### src/rtl/fnd_pkg.sv
// Shared constants for the four-digit seven-segment scan controller:
// hex glyphs, digit-enable patterns, slot divider and scan state type.
package fnd_pkg;

  typedef enum logic {
    ST_BLANK = 1'b0,
    ST_SHOW  = 1'b1
  } scan_state_e;

  // Active-low gfedcba, index = nibble value (entry 15 listed first).
  localparam logic [15:0][6:0] GLYPH_TBL = {
    7'h0E, 7'h06, 7'h21, 7'h46, 7'h03, 7'h08, 7'h10, 7'h00,
    7'h78, 7'h02, 7'h12, 7'h19, 7'h30, 7'h24, 7'h79, 7'h40
  };

  // Active-low digit enables, index = scan position.
  localparam logic [3:0][3:0] DIGIT_EN = {4'b0111, 4'b1011, 4'b1101, 4'b1110};

  localparam logic [3:0] DIGIT_OFF = 4'b1111;
  localparam logic [7:0] FONT_OFF  = 8'hFF;

  function automatic int fnd_div(input int clk_hz, input int scan_hz);
    return clk_hz / scan_hz;
  endfunction

endpackage

### src/rtl/fnd_font_rom.sv
// Combinational hex nibble to active-low seven-segment pattern.
module fnd_font_rom
  import fnd_pkg::*;
(
  input  logic [3:0] nibble,
  output logic [6:0] seg
);

  assign seg = GLYPH_TBL[nibble];

endmodule

### src/rtl/fnd_scan_controller.sv
// Four-digit multiplexed display scanner: per-slot blank window against ghosting,
// frame-aligned data snapshot, leading-zero suppression, registered outputs.
module fnd_scan_controller
  import fnd_pkg::*;
#(
  parameter int CLK_HZ    = 100_000_000,
  parameter int SCAN_HZ   = 1000,
  parameter int BLANK_CYC = 16
) (
  input  logic        i_clk,
  input  logic        i_reset,
  input  logic        i_enable,
  input  logic [15:0] i_digitData,
  input  logic [3:0]  i_dpMask,
  input  logic        i_lzs,
  output logic [1:0]  o_digitPosition,
  output logic [3:0]  o_Digit,
  output logic [7:0]  o_font
);

  localparam int DIV = fnd_div(CLK_HZ, SCAN_HZ);
  localparam int CW  = (DIV > 2) ? $clog2(DIV) : 1;

  logic [CW-1:0] cnt_q, cnt_d;
  logic [1:0]    pos_q, pos_d;
  scan_state_e   state_q, state_d;
  logic [15:0]   data_q, data_d;
  logic [3:0]    dp_q, dp_d;
  logic          lzs_q, lzs_d;
  logic          take;
  logic [3:0]    supp;
  logic [3:0]    nib;
  logic [6:0]    seg;
  logic [3:0]    digit_d;
  logic [7:0]    font_d;

  fnd_font_rom u_rom (
    .nibble (nib),
    .seg    (seg)
  );

  always_comb begin
    cnt_d   = cnt_q;
    pos_d   = pos_q;
    state_d = state_q;
    take    = 1'b0;
    if (i_enable) begin
      take = (cnt_q == '0) && (pos_q == 2'd0);
      if (cnt_q == CW'(DIV - 1)) begin
        cnt_d = '0;
        pos_d = pos_q + 2'd1;
      end else begin
        cnt_d = cnt_q + CW'(1);
      end
      state_d = (cnt_d < CW'(BLANK_CYC)) ? ST_BLANK : ST_SHOW;
    end
  end

  // Glyph is built from the snapshot value being loaded this edge, so a
  // one-cycle blank window still shows fresh frame data.
  always_comb begin
    data_d  = take ? i_digitData : data_q;
    dp_d    = take ? i_dpMask    : dp_q;
    lzs_d   = take ? i_lzs       : lzs_q;
    supp    = 4'b0000;
    supp[3] = (data_d[15:12] == 4'h0);
    supp[2] = supp[3] && (data_d[11:8] == 4'h0);
    supp[1] = supp[2] && (data_d[7:4] == 4'h0);
    nib     = data_d[{pos_d, 2'b00} +: 4];
    digit_d = DIGIT_OFF;
    font_d  = FONT_OFF;
    if (i_enable && state_d == ST_SHOW) begin
      digit_d = DIGIT_EN[pos_d];
      if (!(lzs_d && supp[pos_d]))
        font_d = {~dp_d[pos_d], seg};
    end
  end

  always_ff @(posedge i_clk) begin
    if (i_reset) begin
      cnt_q   <= '0;
      pos_q   <= 2'd0;
      state_q <= ST_BLANK;
      data_q  <= 16'h0000;
      dp_q    <= 4'h0;
      lzs_q   <= 1'b0;
      o_Digit <= DIGIT_OFF;
      o_font  <= FONT_OFF;
    end else begin
      cnt_q   <= cnt_d;
      pos_q   <= pos_d;
      state_q <= state_d;
      data_q  <= data_d;
      dp_q    <= dp_d;
      lzs_q   <= lzs_d;
      o_Digit <= digit_d;
      o_font  <= font_d;
    end
  end

  assign o_digitPosition = pos_q;

endmodule
### config.mk
export PLATFORM = sky130hd
export DESIGN_NAME = fnd_scan_controller
export DESIGN_NICKNAME = d
export VERILOG_FILES = /design/src/rtl/fnd_pkg.sv /design/src/rtl/fnd_font_rom.sv /design/src/rtl/fnd_scan_controller.sv
export SDC_FILE = /design/constraint.sdc
export NUM_CORES = 1
export LEC_CHECK = 0
export ABC_AREA = 1
export CAP_MARGIN = 20
export CORE_MARGIN = 3
export CORE_UTILIZATION = 50
export DETAILED_ROUTE_END_ITERATION = 16
export PLACE_DENSITY = 0.73
export SLEW_MARGIN = 20
export SYNTH_ARGS = -nofsm -noshare
export SYNTH_HDL_FRONTEND = slang
export SYNTH_SLANG_ARGS = --single-unit
### constraint.sdc
create_clock -name i_clk -period 3.55 [get_ports i_clk]
set_clock_uncertainty 0.2 [all_clocks]
set_input_delay 0.5325 -clock i_clk [delete_from_list [all_inputs] [get_ports i_clk]]
set_output_delay 0.5325 -clock i_clk [all_outputs]
set_load 0.01 [all_outputs]
Word level (Yosys, flattened, before mapping)
Memories as Yosys holds them, arrays and structs flattened. A register that Yosys moved wholly into a read port is not among the register bits.
Index checks and enable logic that the tools add are counted.
{"block": "classes", "n_addsub": 2, "n_lt_le_gt_ge": 3, "eq_ne": 1, "shifts": 1, "n_mux": 17, "bitwise": 2, "n_reduce_logical": 12}
{"op": "17-bit two-way mux", "n": 2}
{"op": "17-bit by 1-bit adder with 17-bit output (second input constant)", "n": 1}
{"op": "17-bit equality test (second input constant)", "n": 1}
{"op": "17-bit zero test", "n": 1}
{"op": "17-bit by 5-bit less-than comparator with 1-bit output (second input constant)", "n": 1}
{"op": "16-bit two-way mux", "n": 1}
{"op": "16-bit by 5-bit variable part select with 4-bit output", "n": 1}
{"op": "4-bit zero test", "n": 3}
{"op": "4-bit binary-select mux with 2-bit select", "n": 1}
{"op": "4-bit two-way mux", "n": 2}
{"op": "7-bit two-way mux", "n": 1}
{"op": "1-bit two-way mux", "n": 6}
{"op": "1-bit logical AND", "n": 5}
{"op": "4-bit by 5-bit less-than comparator with 1-bit output (second input constant)", "n": 1}
{"op": "1-bit binary-select mux with 2-bit select", "n": 2}
{"op": "2-bit two-way mux", "n": 2}
{"op": "2-bit by 3-bit less-than comparator with 1-bit output (second input constant)", "n": 1}
{"op": "3-bit OR reduction", "n": 1}
{"op": "2-bit by 1-bit adder with 2-bit output (second input constant)", "n": 1}
{"op": "2-bit zero test", "n": 1}
{"op": "1-bit NOT", "n": 2}
{"op": "2-bit OR reduction", "n": 1}
{"block": "word_totals", "reg_bits": 53, "romBits": 112, "inputBits": 24, "out_inout_bits": 14, "wordCells": 47, "memories": 1}
{"memory": "(no name shown)", "depth": 16, "width": 7, "rd": 1, "rd_clocked_by_memory_dff": 1, "wr": 0, "line": "fnd_font_rom.sv:9", "rtl": "assign seg = GLYPH_TBL[nibble];"}

Longest topological paths before layout
Gate-level depths: netlist (run 1).
{"block": "depth", "depth_word": 11, "mapped_depth": 20, "ltp_nobuf": 20}

Modules after synthesis
From an unflattened synthesis (run 1), not the netlist that was laid out.
{"block": "unflattened", "hier_cells": 449, "area_unflattened_um2": 3035.4}
{"module": "fnd_scan_controller", "n_inst": 1, "cells_each": 400, "area_per_inst_um2": 2761.4, "seq_area_each_um2": 1041.0}
{"module": "fnd_font_rom", "n_inst": 1, "cells_each": 49, "area_per_inst_um2": 274.0, "seq_area_each_um2": 0.0}

Least setup slack after synthesis (run 1)
No wires, ideal clock.
{"block": "synth_timing", "kind": "register to register", "startpoint": "register pos_q[0], in the netlist o_digitPosition[0]", "endpoint": "register o_font[0]", "setup_time_ns": 0.117, "t_arrival_ns": 2.169, "required_time_ns": 3.233, "setup_slack_ns": 1.064, "path_stages_with_launch": 20, "n_path_buf": 1, "synth_period_minus_slack_ns": 2.486, "path_cell_list": "dfxtp_1 inv_1 ha_1 nand2_1 inv_1 nand2_1 nor2_4 nand3_4 buf_6 nand2_2 nand2_1 nand3_1 nand2_1 nor2_4 inv_1 ha_1 nand3_1 nand2_1 nand2_1 nand3_2"}
{"block": "synth_via", "elab_chain_cells": 11, "elab_cells_between_ends": 18, "cone_classes": "add/sub (1); shift (1); mux (7); reduce/logical (9)"}
{"element": "start, declared", "line": "fnd_scan_controller.sv:25", "rtl": "logic [1:0] pos_q, pos_d;"}
{"element": "start signal, assigned", "line": "fnd_scan_controller.sv:91", "rtl": "pos_q <= pos_d;"}
{"element": "2-bit zero test", "line": "fnd_scan_controller.sv:48", "rtl": "take = (cnt_q == '0) && (pos_q == 2'd0);"}
{"element": "1-bit logical AND", "line": "fnd_scan_controller.sv:48"}
{"element": "1-bit two-way mux", "line": "fnd_scan_controller.sv:47", "rtl": "if (i_enable) begin"}
{"element": "16-bit two-way mux", "line": "fnd_scan_controller.sv:62", "rtl": "data_d = take ? i_digitData : data_q;"}
{"element": "4-bit zero test, on equally long branches", "line": "fnd_scan_controller.sv:66, fnd_scan_controller.sv:67"}
{"element": "1-bit logical AND", "line": "fnd_scan_controller.sv:67", "rtl": "supp[2] = supp[3] && (data_d[11:8] == 4'h0);"}
{"element": "1-bit logical AND", "line": "fnd_scan_controller.sv:68", "rtl": "supp[1] = supp[2] && (data_d[7:4] == 4'h0);"}
{"element": "1-bit binary-select mux with 2-bit select", "line": "fnd_scan_controller.sv:74", "rtl": "if (!(lzs_d && supp[pos_d]))"}
{"element": "1-bit two-way mux (implied by the code)", "line": "fnd_scan_controller.sv:74"}
{"element": "1-bit logical AND", "line": "fnd_scan_controller.sv:74"}
{"element": "3-bit OR reduction (no line)"}
{"element": "end, declared", "line": "fnd_scan_controller.sv:18", "rtl": "output logic [7:0] o_font"}
Several ways; a longest one is shown, not always the timed one. The select of a mux whose other input is x is not followed.
A chain may end at the register's enable or synchronous reset.

Worst setup path in the final report (run 1)
{"block": "layout_timing", "startpoint": "input i_enable", "endpoint": "register o_font[3]"}
{"block": "layout_via", "elab_chain_cells": 9, "elab_cells_between_ends": 17, "cone_classes": "shift (1); mux (7); bitwise (1); reduce/logical (8)"}
{"element": "start, declared", "line": "fnd_scan_controller.sv:12", "rtl": "input logic i_enable,"}
{"element": "1-bit two-way mux", "line": "fnd_scan_controller.sv:47"}
{"element": "16-bit two-way mux", "line": "fnd_scan_controller.sv:62"}
{"element": "4-bit zero test, on equally long branches", "line": "fnd_scan_controller.sv:66, fnd_scan_controller.sv:67"}
{"element": "1-bit logical AND", "line": "fnd_scan_controller.sv:67"}
{"element": "1-bit logical AND", "line": "fnd_scan_controller.sv:68"}
{"element": "1-bit binary-select mux with 2-bit select", "line": "fnd_scan_controller.sv:74"}
{"element": "1-bit two-way mux (implied by the code)", "line": "fnd_scan_controller.sv:74"}
{"element": "1-bit logical AND", "line": "fnd_scan_controller.sv:74"}
{"element": "3-bit OR reduction (no line)"}
Several ways; a longest one is shown, not always the timed one. The select of a mux whose other input is x is not followed.

==> flow_summary.toml, run 1 <==
[place]
dp.cells = 575
dpl_cell_area_sq_um = 3570
dp_hpwl_microns = 5860
numPortBuffers = 37
place.gp.congestion = 0.901

[detailed_routing]
drt-initial-drc-count = 179
drc = 0
via_per_inst = 5.21
wl_per_cell_microns = 12.9
ant_nets = 0
drt-pass1-iter-count = 5
wirelength_microns = 7540
num_vias = 3040

[final_layout]
syn2layout_area_growth_pct = 17.6
diodes = 0
fin_cells = 583
layout-drive-gt1-share_pct = 13.4
final_design_area_no_fill_sq_um = 3680
fillCellCount = 581
final_nets = 539
ff_latch_area_sq_um = 1040
multiInputGateArea_sq_um = 1820

[floorplanning]
start_util_pct = 52.2
die_h_microns = 85.1
io_pins = 38
die_area_sq_um = 7240
coreArea_sq_um = 5990
fp.dieW_microns = 85.1
num_rows = 28

[global_routing]
antenna_found_initial = 0
grt_max_degree = 18
grt_overflow = 0
grt_pass1_vias = 2777
grt_pass1_wl_microns = 12900
track_usage_pct = 21.8

[worst_hold_path]
min-delay-start = "data_q[13]$_SDFF_PP0_"
whs_endpoint = "data_q[13]$_SDFF_PP0_"
worst_hold_path_type = "flop to flop"
hold_depth = 2

[critical_path]
r2r-end = "o_font[3]$_SDFF_PP1_"
cpMostUsedCell = "nand2_1"
path_max_fanout = 17
path_class = "input port to flop"
max_stage_delay_ns = 0.59
critPathBufInv = 3
r2r_slack_ns = 0.60
crit_family = "simple AND/OR/NAND/NOR gates"
crit_chain = "clkdlybuf4s50_1 > inv_2 > nor2_4 > nand2_2 > nor2_8 > nand3_4 > inv_1 > nand2_1 > nand2_1 > nand2_1 > o21ai_0 > nand2_1 > nand2_1 > ha_1 > nand3_1 > nand2_1 > nand2_1 > nand3_2"
timing.rr.start = "cnt_q[0]$_SDFFE_PP0P_"
cp.arrival_ns = 3.06
crit_required_ns = 3.61
r2r_cells = 18
start_kind = "input port"
slowest_stage = "clkdlybuf4s50_1"
end_kind = "flop"

[sta]
rsz0062_at_grt = "false"
finalSetupTns_ns = 0
period_minus_slack_ns = 3.00
setup_viol = 0
worst_slew_pin_slew_ns = 0.488
period_share_pct = 84.4
fmaxAchievable_ghz = 0.334
final-hold-violation-count = 0
slew_viol_final = 0
slew_headroom_pct = 67.4
holdWs_ns = 0.272

[clock_network]
clkTransAtPathRegs_ns = 0.09
cts_tree = "done"
cts_hold_buf = 0
clock-sinks = 52
cts-buffers-inserted = 5
post_cts_buffers = 0
clk_latency_ns = 0.31
ctsResizeCount = 0
cts_buffer_depth = 2
htree_levels = 2
cts_root_buffer = "clkbuf_8"

[power_and_ir_drop]
peakVddDrop_mv = 0.188
p_leak_uw = 0.00167
p_per_area_nw_per_um2 = 337

[synthesis]
yosys_register_bits = 52
ys.flop_type = "dfxtp_1"
syn_area_sq_um = 3130
synth_common_cells = "136 x nand2_1, 57 x nor2_1, 52 x dfxtp_1, 42 x inv_1, 36 x nand3_1"
syn_avg_cell_area_sq_um = 6.70
synth.area.top_cells = "dfxtp_1 33%, nand2_1 16%, nor2_1 6.8%"
yosys_warnings = 0
synth_cell_types = 33
postSynthCellCount = 467
synth_top_cell_by_area = "dfxtp_1"
yosysMostFrequentCell = "nand2_1"
yosysTopAreaCellShare_pct = 33.3
synth-edff-count = 0
ys_seq_area_share_pct = 33.3
syn_nets = 499
ys_async_sr_fraction_pct = 0

[outcome]
status = "completed"

[job]
max-cap-violations = 0
==> cell families (layout without fill, tap and decap cells) <==
| family | Yosys count | in the layout | share of synthesized area [%] |
|---|---|---|---|
| compound gates | 45 | 45 | 8.12 |
| buf+inv | 63 | 104 | 8.48 |
| flops | 52 | 52 | 33.3 |
| simple gates | 294 | 294 | 45.4 |
| fa+ha+maj | 8 | 8 | 3.20 |
| mux | 2 | 2 | 0.640 |
| xor+xnor | 3 | 3 | 0.840 |
==> state kept, by name, summed over array words and instances, names as in the netlist <==
signal and count:
cnt_q 17, data_q 16, dp_q 4, lzs_q 1
o_Digit 4, o_digitPosition 2, o_font 8
==> cell usage in the layout (no fill, tap or decap), types with 2 or more instances in the layout <==
cell | netlist | routed
a21oi_1 | 14 | 14
buf_4 | 1 | 5
clkbuf_8 | 0 | 5
clkdlybuf4s50_1 | 0 | 37
clkinv_1 | 2 | 2
dfxtp_1 | 52 | 52
ha_1 | 8 | 8
inv_1 | 42 | 42
inv_2 | 9 | 9
mux2i_1 | 2 | 2
nand2_1 | 136 | 136
nand2_2 | 16 | 16
nand2_4 | 5 | 5
nand3_1 | 36 | 36
nand3_2 | 7 | 7
nand3b_1 | 2 | 2
nand4_1 | 17 | 17
nor2_1 | 57 | 57
nor2_2 | 8 | 8
nor2_4 | 5 | 5
o21ai_0 | 10 | 10
o21ai_1 | 5 | 5
o21ai_2 | 2 | 2
o22ai_1 | 12 | 12
xor2_1 | 3 | 3
==> stage by stage <==
stage | util [%] | worst slack, ns | power (uW)
6_report | 61.4 | 0.552 | 1240
3_3_place_gp | 59.6 | 0.264 | 845
3_5_place_dp | 59.6 | 0.227 | 847
5_1_grt | 61.4 | 0.250 | 1300
4_1_cts | 61.4 | 0.539 | 1250
2_1_floorplan | - | 1.06 | 784
==> final cells by class <==
| cell class | count | area share, % |
|---|---|---|
| clock buffers | 6 | 1.97 |
| clock inverters | 2 | 0.953 |
| inverters | 54 | 5.58 |
| multi-input cells | 352 | 49.5 |
| flip-flops and latches | 52 | 28.3 |
| well taps | 75 | 2.55 |
| repair buffers | 42 | 11.1 |
==> per-layer routing <==
| layer | wire length (microns) | track usage (%) | part of all wire [%] |
|---|---|---|---|
| met1 | 3910 | 33.7 | 52 |
| met2 | 3100 | 32.2 | 41 |
| met3 | 460 | 3.30 | 6.1 |
| met4 | 68 | 4.32 | 0.90 |
| met5 | 0 | 0 | 0 |
==> worst max path at each step <==
| stage | to | depth (start not counted) | from | slack [ns] |
|---|---|---|---|---|
| final | o_font[3]$_SDFF_PP1_ | 18 | i_enable | 0.55 |
| after global routing | o_font[3]$_SDFF_PP1_ | 18 | i_enable | 0.25 |
| after CTS | o_font[3]$_SDFF_PP1_ | 18 | i_enable | 0.54 |
| after detailed placement | o_font[3]$_SDFF_PP1_ | 18 | i_enable | 0.23 |
| after global placement | o_font[3]$_SDFF_PP1_ | 18 | i_enable | 0.26 |
| after floorplan | o_font[0]$_SDFF_PP1_ | 19 | o_digitPosition[0]$_SDFF_PP0_ | 1.06 |
==> worst register-to-register path, stage by stage (launching register included) <==
cell     delay, ns
dfxtp_1       0.39
ha_1          0.23
nand2_1       0.07
inv_1         0.05
nand2_1       0.10
nor2_2        0.20
nand4_1       0.18
nand2_2       0.30
inv_2         0.14
nor2_2        0.20
nand2_1       0.08
nand2_1       0.09
nor2_2        0.06
ha_1          0.29
inv_1         0.04
nand2_1       0.05
nand2_1       0.04
nand2_1       0.07
nand3_2       0.07
==> power breakdown <==
group	switching (uW)	internal, uW	total (uW)
registers	7.45	602	610
logic	138	86.9	225
clock network	197	210	406
total	342	899	1240
Note: power is estimated with default switching activity, not from simulation.
==> run 2, diff against run 1 <==
==> constraint.sdc (replaced) <==
create_clock -name i_clk -period 3.1 [get_ports i_clk]
set_clock_uncertainty 0.2 [all_clocks]
set_input_delay 0.465 -clock i_clk [delete_from_list [all_inputs] [get_ports i_clk]]
set_output_delay 0.465 -clock i_clk [all_outputs]
set_load 0.01 [all_outputs]
==> flow_summary.toml, run 2 (synthesis results as in run 1) <==
[detailed_routing]
drt-pass1-iter-count = 5
wl_per_cell_microns = 13.2
ant_nets = 0
via_per_inst = 5.28
wirelength_microns = 7810
drc = 0
num_vias = 3121
drt-initial-drc-count = 233

[critical_path]
path_max_fanout = 10
r2r_cells = 18
end_kind = "flop"
path_class = "flop to flop"
start_kind = "flop"
crit_required_ns = 3.10
cp.arrival_ns = 2.82

[power_and_ir_drop]
power_uw = 1430
p_per_area_nw_per_um2 = 382
peakVddDrop_mv = 0.228
p_leak_uw = 0.00171

[global_routing]
top_usage_layer = "met2"
track_usage_pct = 22.4
grt_overflow = 0
grt_pass1_wl_microns = 13200
grt_use_met2_pct = 34.5
grt_pass1_vias = 2882
gr-usage-met3_pct = 3.79
antenna_found_initial = 0
grt_util_met1_pct = 32.5
grt_max_degree = 27

[sta]
setup_viol = 0
period_minus_slack_ns = 2.81
fmaxAchievable_ghz = 0.355
rsz0062_at_grt = "false"
worst_slack_ns = 0.286
slew_headroom_pct = 67.6
finalSetupTns_ns = 0
slew_viol_final = 0
worst_slew_pin_slew_ns = 0.486
final-hold-violation-count = 0
period_share_pct = 90.8

[final_layout]
largest_reg_flops = 17
syn2layout_area_growth_pct = 20.0
diodes = 0
top_regs = "cnt_q x17, data_q x16, o_font x8"
final_core_util_pct = 62.6
final_cell_mix = "136 x nand2_1, 57 x nor2_1, 52 x dfxtp_1"
fillCellCount = 579
final_common_cell = "nand2_1"
layout-drive-gt1-share_pct = 14.7
final_nets = 547
largest-register = "cnt_q"

[floorplanning]
die_h_microns = 85.1
io_pins = 38
die_area_sq_um = 7240
start_util_pct = 52.2
coreArea_sq_um = 5990
fp.dieW_microns = 85.1
num_rows = 28

[clock_network]
clkTransAtPathRegs_ns = 0.11
clock-sinks = 52
htree_levels = 2
cts_root_buffer = "clkbuf_8"
cts_tree = "done"
clk_latency_ns = 0.31
cts_buffer_depth = 2
cts-buffers-inserted = 5

[place]
dp_hpwl_microns = 6060
dp_slack_ns = 0.0723
place.gp.congestion = 0.960
numPortBuffers = 37

[job]
max-cap-violations = 0

[worst_hold_path]
worst_hold_path_type = "flop to flop"
hold_depth = 2

[outcome]
status = "completed"
==> run 2: metrics by stage <==
stage | instance area, sq um | instances | hold slack (ns)
2_1_floorplan | 3130 | 467 | 0.244
3_3_place_gp | 3610 | 580 | 0.253
3_5_place_dp | 3610 | 580 | 0.258
4_1_cts | 3710 | 588 | 0.274
5_1_grt | 3750 | 591 | 0.296
6_report | 3750 | 591 | 0.273
==> run 2: final timing paths <==
check                                      startpoint                     to  slack, ns
worst min register to register  data_q[13]$_SDFF_PP0_  data_q[13]$_SDFF_PP0_       0.27
worst min-delay path            data_q[13]$_SDFF_PP0_  data_q[13]$_SDFF_PP0_       0.27
worst max register to register  cnt_q[0]$_SDFFE_PP0P_   o_font[3]$_SDFF_PP1_       0.29
worst max-delay path            cnt_q[0]$_SDFFE_PP0P_   o_font[3]$_SDFF_PP1_       0.29
==> run 2: worst max-delay path, stage by stage, from the launching register on <==
cell,delay [ns]
dfxtp_1,0.39
ha_1,0.21
nand2_1,0.06
inv_1,0.05
nand2_1,0.10
nor2_2,0.20
nand4_1,0.22
nand2_4,0.20
inv_2,0.10
nor2_2,0.19
nand2_1,0.07
nand2_1,0.09
nor2_2,0.06
ha_1,0.30
inv_1,0.04
nand2_1,0.05
nand2_1,0.04
nand2_1,0.07
nand3_2,0.06
==> run 2: layout make-up <==
class | count | area, sq um | share of cell area (%)
Multi-Input combinational cell | 352 | 1840 | 48.9
Tap cell | 75 | 93.8 | 2.50
Sequential cell | 52 | 1040 | 27.8
Timing Repair Buffer | 50 | 468 | 12.5
Clock inverter | 2 | 35.0 | 0.934
Inverter | 54 | 205 | 5.47
Clock buffer | 6 | 72.6 | 1.93
==> run 2: power breakdown <==
part	internal [uW]	switching, uW
logic	106	158
registers	690	9.15
clock network	240	231
==> run 2: repair_timing <==
item	CTS	global route
setup endpoints to repair	0	7
resized for setup	0	3
hold buffers	0	0
setup buffers	0	3
==> run 2: layer usage <==
metal | share of wire [%] | wire length (microns) | vias up
li1 | - | - | 1595
met2 | 42 | 3260 | 110
met5 | 0 | 0 | -
met3 | 7.2 | 565 | 9
met1 | 50 | 3900 | 1407
met4 | 1.1 | 87 | 0
==> run 3, diff against run 2 <==
--- a/config.mk
+++ b/config.mk
@@ -7,7 +7,7 @@
 export LEC_CHECK = 0
 export ABC_AREA = 1
 export CAP_MARGIN = 20
-export CORE_MARGIN = 3
+export CORE_MARGIN = 2
 export CORE_UTILIZATION = 50
 export DETAILED_ROUTE_END_ITERATION = 16
 export PLACE_DENSITY = 0.73
==> flow_summary.toml, run 3 (synthesis results as in run 1) <==
[power_and_ir_drop]
peakVddDrop_mv = 0.228
pwr-share-comb_pct = 18.5
p_per_area_nw_per_um2 = 384
intPower_uw = 1040
clkPwrFrac_pct = 32.6
swShare_pct = 27.5
p_leak_uw = 0.00170
p_switching_uw = 393
seqPwrFrac_pct = 48.9
power_uw = 1430

[clock_network]
clkTransAtPathRegs_ns = 0.10
htree_levels = 2
cts_root_buffer = "clkbuf_8"
cts-buffers-inserted = 5
ctsResizeCount = 0
clock-sinks = 52
cts_tree = "done"
clk_latency_ns = 0.31
cts_hold_buf = 0
post_cts_buffers = 0
cts_buffer_depth = 2

[floorplanning]
coreArea_sq_um = 5990
start_util_pct = 52.2
die_h_microns = 83.1
num_rows = 28
die_area_sq_um = 6900
io_pins = 38
fp.dieW_microns = 83.1

[final_layout]
layout-drive-gt1-share_pct = 14.4
final_common_cell = "nand2_1"
fillCellCount = 592
final_design_area_no_fill_sq_um = 3730
final_core_util_pct = 62.2
largest_reg_flops = 17
final_cell_mix = "136 x nand2_1, 57 x nor2_1, 52 x dfxtp_1"
largest-register = "cnt_q"
diodes = 0
syn2layout_area_growth_pct = 19.2
final_nets = 545
top_regs = "cnt_q x17, data_q x16, o_font x8"

[sta]
worst_slew_pin_slew_ns = 0.490
period_share_pct = 91.0
rsz0062_at_grt = "false"
final-hold-violation-count = 0
setup_viol = 0
period_minus_slack_ns = 2.82
slew_viol_final = 0
fmaxAchievable_ghz = 0.355
finalSetupTns_ns = 0
worst_slack_ns = 0.280
slew_headroom_pct = 67.3

[critical_path]
critPathBufInv = 3
crit_required_ns = 3.10
path_max_fanout = 13
max_stage_delay_ns = 0.38
crit_chain = "ha_1 > nand2_1 > inv_1 > nand2_1 > nor2_2 > nand4_1 > nand2_2 > clkinv_1 > nand3_1 > nand2_1 > nor2_4 > inv_1 > ha_1 > nand3_1 > nand2_1 > nand2_1 > nand3_2"
slowest_stage = "dfxtp_1"
path_class = "flop to flop"
cpMostUsedCell = "nand2_1"
crit_family = "simple AND/OR/NAND/NOR gates"
start_kind = "flop"
end_kind = "flop"
cp.arrival_ns = 2.82

[outcome]
status = "completed"

[detailed_routing]
wirelength_microns = 7580
ant_nets = 0
wl_per_cell_microns = 12.9
num_vias = 3070
drc = 0
drt-pass1-iter-count = 4
via_per_inst = 5.21
drt-initial-drc-count = 248

[place]
place.gp.congestion = 0.915
dp_slack_ns = 0.0985
dp_hpwl_microns = 5870
dpl_cell_area_sq_um = 3610
numPortBuffers = 37

[worst_hold_path]
worst_hold_path_type = "flop to flop"

[global_routing]
grt_overflow = 0
grt_pass1_wl_microns = 13100
antenna_found_initial = 0
track_usage_pct = 22.6
grt_pass1_vias = 2807
grt_max_degree = 27

[job]
max-cap-violations = 0
run 3: cell count changes in the layout (fill, tap and decap cells not counted), sizes merged:
cell / previous run / this run
buf: 13 / 11
run 3: area by class of cell:
cell class | count | area, sq um | share of cell area [%]
flip-flops and latches | 52 | 1040 | 27.9
clock buffers | 6 | 72.6 | 1.95
repair buffers | 48 | 453 | 12.2
well taps | 75 | 93.8 | 2.52
inverters | 54 | 205 | 5.51
multi-input cells | 352 | 1830 | 49.0
clock inverters | 2 | 35.0 | 0.940
run 3: worst reg2reg max path, delay by kind of cell (launching register included):
family	cells	cell delay, ns
and+or+nand+nor	12	1.40
adders and majority gates	2	0.44
DFF	1	0.38
buffers and inverters	3	0.29
run 3: worst paths after layout:
check | slack [ns] | to | cells after the start | startpoint
setup / recovery | 0.28 | o_font[0]$_SDFF_PP1_ | 17 | cnt_q[0]$_SDFFE_PP0P_
hold / removal | 0.28 | data_q[13]$_SDFF_PP0_ | 2 | data_q[13]$_SDFF_PP0_
hold reg to reg | 0.28 | data_q[13]$_SDFF_PP0_ | 2 | data_q[13]$_SDFF_PP0_
setup reg to reg | 0.28 | o_font[0]$_SDFF_PP1_ | 17 | cnt_q[0]$_SDFFE_PP0P_
run 3: power by group through the flow:
stage	logic [uW]	registers [uW]	clock network [uW]
5_1_grt	300	700	504
2_1_floorplan	185	712	0
3_5_place_dp	264	714	0
3_3_place_gp	260	713	0
4_1_cts	266	698	482
6_report	265	698	466
run 3: metal layers:
layer | routed length (microns) | track usage [%]
met1 | 3860 | 33.8
met2 | 3320 | 34.5
met3 | 340 | 3.68
met4 | 59 | 4.32
met5 | 0 | 0
run 3: per-stage QoR:
step | hold slack [ns] | instances
CTS | 0.278 | 589
detailed placement | 0.261 | 581
global route | 0.297 | 589
global placement | 0.254 | 581
floorplan | 0.244 | 467
finish | 0.275 | 589
